===== config.mk =====
export PLATFORM = sky130hd
export DESIGN_NAME = tlb_probe_arbiter
export DESIGN_NICKNAME = d
export VERILOG_FILES = /design/src/rtl/tlb_probe_arbiter_pkg.sv /design/src/rtl/tlb_rr_arbiter.sv /design/src/rtl/tlb_probe_arbiter.sv
export SDC_FILE = /design/constraint.sdc
export NUM_CORES = 1
export LEC_CHECK = 0
export CORE_UTILIZATION = 46
export CTS_CLUSTER_DIAMETER = 200
export DETAILED_ROUTE_END_ITERATION = 7
export GPL_TIMING_DRIVEN = 0
export PLACE_DENSITY = 0.94
export REMOVE_ABC_BUFFERS = 1
export SYNTH_ARGS = -nofsm -noshare
export SYNTH_HDL_FRONTEND = slang
export SYNTH_SLANG_ARGS = --single-unit

===== constraint.sdc =====
create_clock -name clock -period 14.8 [get_ports clock]
set_input_delay 4.44 -clock clock [delete_from_list [all_inputs] [get_ports clock]]
set_output_delay 4.44 -clock clock [all_outputs]
set_load 0.01 [all_outputs]

===== src/rtl/tlb_probe_arbiter_pkg.sv =====
// Shared TLB types: the entry layout returned by the slow TLB and the probe FSM states.
package TLBTypes;

  localparam int VPN2_W = 19;
  localparam int ASID_W = 8;

  typedef struct packed {
    logic [18:0] vpn2;
    logic [7:0]  asid;
    logic        g;
    logic [19:0] pfn0;
    logic [2:0]  c0;
    logic        d0;
    logic        v0;
    logic [19:0] pfn1;
    logic [2:0]  c1;
    logic        d1;
    logic        v1;
  } TLBEntry;

  typedef enum logic [1:0] {
    IDLE   = 2'd0,
    SEARCH = 2'd1,
    RESP   = 2'd2
  } tlb_state_e;

endpackage


===== src/rtl/tlb_rr_arbiter.sv =====
// Round-robin pick: the first requesting port found scanning upward from ptr, wrapping.
module tlb_rr_arbiter #(
  parameter int NUM_PORTS = 3
) (
  input  logic [NUM_PORTS-1:0]         req,
  input  logic [$clog2(NUM_PORTS)-1:0] ptr,
  output logic [NUM_PORTS-1:0]         grant
);

  localparam int PTR_W = $clog2(NUM_PORTS);

  always_comb begin
    logic [PTR_W:0]   sum;
    logic [PTR_W-1:0] idx;
    logic             found;
    grant = '0;
    found = 1'b0;
    sum   = '0;
    idx   = '0;
    for (int i = 0; i < NUM_PORTS; i++) begin
      // ptr + i spans at most 2*NUM_PORTS-2, so one subtraction wraps it
      sum = {1'b0, ptr} + (PTR_W+1)'(i);
      if (sum >= (PTR_W+1)'(NUM_PORTS)) sum = sum - (PTR_W+1)'(NUM_PORTS);
      idx = sum[PTR_W-1:0];
      if (!found && req[idx]) begin
        grant[idx] = 1'b1;
        found      = 1'b1;
      end
    end
  end

endmodule


===== src/rtl/tlb_probe_arbiter.sv =====
// Arbitrates TLB probe requests from several ports onto one slow, group-serial TLB search
// engine, with a miss timeout and restart of the search whenever the TLB is written.
module tlb_probe_arbiter
  import TLBTypes::*;
#(
  parameter int NUM_PORTS      = 3,
  parameter int ENTRIES        = 64,
  parameter int GROUP_SIZE     = 4,
  parameter int TIMEOUT        = ENTRIES / GROUP_SIZE,
  parameter int PORT0_PRIORITY = 1
) (
  input  logic                          clock,
  input  logic                          reset,
  input  logic [NUM_PORTS-1:0]          req_valid,
  input  logic [NUM_PORTS*VPN2_W-1:0]   req_vpn2,
  input  logic [NUM_PORTS*ASID_W-1:0]   req_asid,
  output logic [NUM_PORTS-1:0]          resp_ready,
  output logic [NUM_PORTS-1:0]          resp_miss,
  output logic [$clog2(ENTRIES)-1:0]    resp_index,
  output TLBEntry                       resp_entry,
  output logic [NUM_PORTS-1:0]          grant,
  output logic                          busy,
  input  logic                          w_valid,
  output logic                          s_valid,
  output logic [VPN2_W-1:0]             s_vpn2,
  output logic [ASID_W-1:0]             s_asid,
  input  logic                          s_ready,
  input  logic [$clog2(ENTRIES)-1:0]    s_index,
  input  TLBEntry                       s_resp
);

  localparam int PTR_W = $clog2(NUM_PORTS);
  localparam int CNT_W = $clog2(TIMEOUT + 1);
  localparam logic [CNT_W-1:0] CNT_LAST = CNT_W'(TIMEOUT - 1);
  localparam logic [CNT_W-1:0] CNT_MAX  = CNT_W'(TIMEOUT);

  tlb_state_e           state;
  logic [PTR_W-1:0]     ptr;
  logic [PTR_W-1:0]     grant_idx;
  logic [CNT_W-1:0]     cnt;
  logic [NUM_PORTS-1:0] rr_grant;
  logic [NUM_PORTS-1:0] pick;
  logic [PTR_W-1:0]     pick_idx;
  logic                 owner_valid;
  logic [VPN2_W-1:0]    vpn_arr  [NUM_PORTS];
  logic [ASID_W-1:0]    asid_arr [NUM_PORTS];

  function automatic logic [PTR_W-1:0] wrap_inc(input logic [PTR_W-1:0] i);
    return (i == PTR_W'(NUM_PORTS - 1)) ? '0 : i + PTR_W'(1);
  endfunction

  function automatic logic [CNT_W-1:0] sat_inc(input logic [CNT_W-1:0] c);
    return (c == CNT_MAX) ? c : c + CNT_W'(1);
  endfunction

  for (genvar g = 0; g < NUM_PORTS; g++) begin : g_split
    assign vpn_arr[g]  = req_vpn2[g*VPN2_W +: VPN2_W];
    assign asid_arr[g] = req_asid[g*ASID_W +: ASID_W];
  end

  tlb_rr_arbiter #(.NUM_PORTS(NUM_PORTS)) u_rr (
    .req   (req_valid),
    .ptr   (ptr),
    .grant (rr_grant)
  );

  // Software TLBP on port 0 overrides the rotation when enabled
  assign pick        = (PORT0_PRIORITY != 0 && req_valid[0]) ? NUM_PORTS'(1) : rr_grant;
  assign owner_valid = |(req_valid & grant);

  always_comb begin
    logic [NUM_PORTS-1:0] t;
    t        = pick;
    pick_idx = '0;
    for (int i = 0; i < NUM_PORTS; i++) begin
      if (t[0]) pick_idx = PTR_W'(i);
      t = t >> 1;
    end
  end

  always_ff @(posedge clock or posedge reset) begin
    if (reset) begin
      state      <= IDLE;
      ptr        <= '0;
      grant_idx  <= '0;
      cnt        <= '0;
      grant      <= '0;
      busy       <= 1'b0;
      s_valid    <= 1'b0;
      s_vpn2     <= '0;
      s_asid     <= '0;
      resp_ready <= '0;
      resp_miss  <= '0;
      resp_index <= '0;
      resp_entry <= '0;
    end else begin
      resp_ready <= '0;
      resp_miss  <= '0;
      case (state)
        IDLE: begin
          if (|req_valid) begin
            state     <= SEARCH;
            grant     <= pick;
            grant_idx <= pick_idx;
            cnt       <= '0;
            busy      <= 1'b1;
            s_valid   <= 1'b1;
            s_vpn2    <= vpn_arr[pick_idx];
            s_asid    <= asid_arr[pick_idx];
          end
        end
        SEARCH: begin
          if (!owner_valid) begin
            state   <= IDLE;
            grant   <= '0;
            busy    <= 1'b0;
            s_valid <= 1'b0;
            ptr     <= wrap_inc(grant_idx);
          end else if (w_valid) begin
            // A write may have changed the entry being looked for: search again from scratch
            cnt <= '0;
          end else if (s_ready) begin
            state      <= RESP;
            s_valid    <= 1'b0;
            resp_ready <= grant;
            resp_index <= s_index;
            resp_entry <= s_resp;
          end else begin
            cnt <= sat_inc(cnt);
            if (cnt == CNT_LAST) begin
              state     <= RESP;
              s_valid   <= 1'b0;
              resp_miss <= grant;
            end
          end
        end
        RESP: begin
          state <= IDLE;
          grant <= '0;
          busy  <= 1'b0;
          ptr   <= wrap_inc(grant_idx);
        end
        default: state <= IDLE;
      endcase
    end
  end

endmodule


==> impl_metrics.csv <==
group,metric,value,unit
timing,fin_setup_tns,0,ns
cts,cts.repair.resized,0,
floorplan,core_area,13930,um2
worst_setup_path,cp_max_fo,45,
power,leakage,4.297,nW
yosys,synth-main-ff-cell,"dfrtp_1",
cts,clk_latency,0.42,ns
route,ant_nets,0,
yosys,synth_edf_count,0,
timing,max_freq,147.5,MHz
finish,fin_util,0.7307,
cts,clkTransAtPathRegs,0.06,ns
yosys,synth_top_family_by_area,"multiplexers",
worst_setup_path,worst_path_max_delay_cell,"o211a_1",
finish,areaGrowthSynthToFinish,54.48,%
global_route,grt_usage,0.2765,
finish,ff_latch_area,3328,um2
route,drt_first_pass_iters,5,
timing,slew_headroom,0.2306,
yosys,synth_area_per_cell,12.25,um2
cts,htree_levels,4,
yosys,synth_cells,538,
route,route.detailed.drc,0,
flow_run,cap_violations,0,
floorplan,placementRows,43,
finish,fillers,892,
timing,clock_skew,0.006816,ns
timing,drv_slew,0,
yosys,synth.area.mux_share,0.1838,
finish,drive_gt1_frac,0.1557,
yosys,ys_seq_elements,133,
yosys,synth_top_area_cell,"dfrtp_1",
yosys,ys_async_sr_fraction,1.000,
global_route,met3_usage,0.1016,
cts,cts_setup_buffers,0,
route,wl_per_cell,21.04,um
yosys,yosysSeqAreaShare,0.5049,
floorplan,boundaryPins,294,
route,drt-initial-drc-count,264,
yosys,yosys.area_share.xor_xnor,0,
worst_setup_path,cp.arrival,7.13,ns
power,worst_ir_drop_vdd,0.1161,mV
hold_path,min_path_cells,1,
worst_setup_path,critical_path_required,15.15,ns
yosys,synth_cell_types,45,
worst_setup_path,cp-start-kind,"input pin",
route,viasPerCell,5.653,
finish,nets,990,
timing,fin_crit_sh,0.4582,
status,status,"complete, no violations",
place,io_buffers,293,
yosys,yosys_warnings,0,
route,vias,5676,
cts,cts-buffers-inserted,17,
timing,post-route-min-period,6.782,ns
global_route,grt_max_degree,85,
yosys,synth.top_cell.area_share,0.5049,
route,postRouteWirelength,21.13,mm
worst_setup_path,r2r_slack,11.88,ns
worst_setup_path,cp_top_family,"simple AND/OR/NAND/NOR gates",
worst_setup_path,critPathMaxStageDelay,0.76,ns
cts,cts_sinks,133,
worst_setup_path,r2r_start,"ptr[0]",
yosys,synth_area_leaders,"dfrtp_1 (50%), mux2_4 (14%), mux2_2 (4.1%)",
timing,hold_violations,0,
worst_setup_path,path_cells,"clkdlybuf4s50_1 -> nor3_1 -> nor2b_4 -> o211a_1 -> a22oi_1 -> nand3_1",
cts,cts_root_buffer,"clkbuf_16",
yosys,synth_commonest_cells,"dfrtp_1 (133), mux2_4 (60), and2_1 (31)",
power,powerDensity,201.4,nW/um2
timing,fin_hold_ws,0.4769,ns
timing,grt_setup_unrepaired,"false",
worst_setup_path,r2r_end,"s_asid[0]",
worst_setup_path,crit_type,"input pin to flip-flop",
timing,tightestPinTransition,1.154,ns
global_route,grt_pass1_wl,30.72,mm
cts,cts.path.max_buffers,2,
yosys,synth.most_common_cell,"dfrtp_1",
place,dp.final_hpwl,14.71,mm
place,gp_congestion,0.8266,
cts,cts_tree,"built",
floorplan,die_x,121.7,um
floorplan,initial_core_util,0.4730,
hold_path,min_to,"ptr[0]",
finish,multi_input_area,3007,um2
worst_setup_path,path_depth,6,
yosys,syn_area,6591,um2
worst_setup_path,reg2reg_depth,8,
global_route,antenna_found_initial,2,
global_route,grt_use_met1,0.2902,
timing,setup_violations,0,
hold_path,hold_path.class,"flip-flop to flip-flop",
floorplan,die-area,14810,um2
global_route,busiest_layer,"met2",
global_route,gr-total-overflow,0,
yosys,synth_fa_ha_area_frac,0.01708,
cts,cts_hold_buf,0,
hold_path,min-delay-start,"grant_idx[0]",
worst_setup_path,path_buf_inv,1,
worst_setup_path,cp-end-kind,"flip-flop",
yosys,synthSimpleGateAreaFrac,0.1105,
global_route,grt.met2_usage,0.4943,
floorplan,dieHeight,121.7,um
global_route,grt_pass1_vias,5765,
yosys,synth_compound_area_frac,0.1399,
report_power, final:
group          total [W]  switching, W  leakage [nW]  internal (W)
Combinational    0.00102      0.000449          2.38      0.000569
Sequential      0.000643      0.000115          1.66      0.000528
Clock           0.000390      0.000169         0.257      0.000220
Total            0.00205      0.000734          4.30       0.00132
worst reg2reg max path: cells and delay by family, from the launching register on:
kind | cells | cell delay (ns)
buf+inv | 2 | 0.37
fa+ha+maj | 1 | 0.45
mux | 1 | 0.36
flops | 1 | 0.40
compound gates | 4 | 1.22
worst max-delay path by stage:
stage	from	endpoint
detailed placement	req_valid[0]	resp_entry[60]
finish	req_valid[0]	s_vpn2[10]
global placement	req_valid[0]	s_vpn2[8]
floorplan	req_valid[1]	s_asid[0]
CTS	req_valid[0]	resp_entry[44]
global route	req_valid[0]	s_vpn2[10]
flip-flops by register name (all words and copies together) (netlist names):
register    count
resp_entry     78
s_vpn2         19
s_asid          8
resp_index      6
cnt             5
grant           3
resp_miss       3
resp_ready      3
grant_idx       2
ptr             2
state           2
busy            1
s_valid         1
layout by cell type (no fill, tap or decap), drive strengths merged, types with 2 or more instances in the layout:
master,count
clkdlybuf4s50,293
dfrtp,133
mux2,84
and2,32
nand4,27
a21oi,24
nand3,19
clkbuf,19
a22oi,18
o2111ai,18
inv,16
o21ai,15
o21a,11
o211ai,11
o211a,11
nand2,10
nor2,10
ha,9
nand2b,7
o31ai,6
clkinv,5
mux2i,4
and3,4
clkinvlp,4
nor2b,4
buf,4
nand3b,3
diode,2
nor4bb,2
and3b,2
o31a,2
a21o,2
o41ai,2
a31oi,2
stage by stage:
| stage | area [um2] | setup WS [ns] | cells | power [W] |
|---|---|---|---|---|
| finish | 10180 | 8.018 | 1004 | 0.002051 |
| global route | 10180 | 7.809 | 1004 | 0.002160 |
| CTS | 10140 | 7.880 | 1001 | 0.002046 |
| detailed placement | 9597 | 7.443 | 969 | 0.001644 |
| global placement | 9505 | 3.307 | 966 | 0.001585 |
| floorplan | 6347 | 5.963 | 493 | 0.001135 |
cell families after synthesis:
logic type | Yosys count
compound gates | 127
fa+ha+maj | 9
buf+inv | 57
flops | 133
mux | 88
simple gates | 124
area by class of cell:
class	instances	share of cell area
Sequential cell	133	0.3269
Timing Repair Buffer	297	0.2969
Multi-Input combinational cell	348	0.2953
Clock buffer	19	0.04350
Tap cell	180	0.02212
Clock inverter	13	0.009953
Inverter	12	0.004915
Antenna cell	2	0.0004915
per-layer routing:
layer / vias up / share of wire
met5: - / 0
met4: 0 / 0.034
met3: 59 / 0.087
met2: 306 / 0.52
met1: 2767 / 0.36
li1: 2544 / -
No activity file was read; power rests on OpenSTA's default activity.
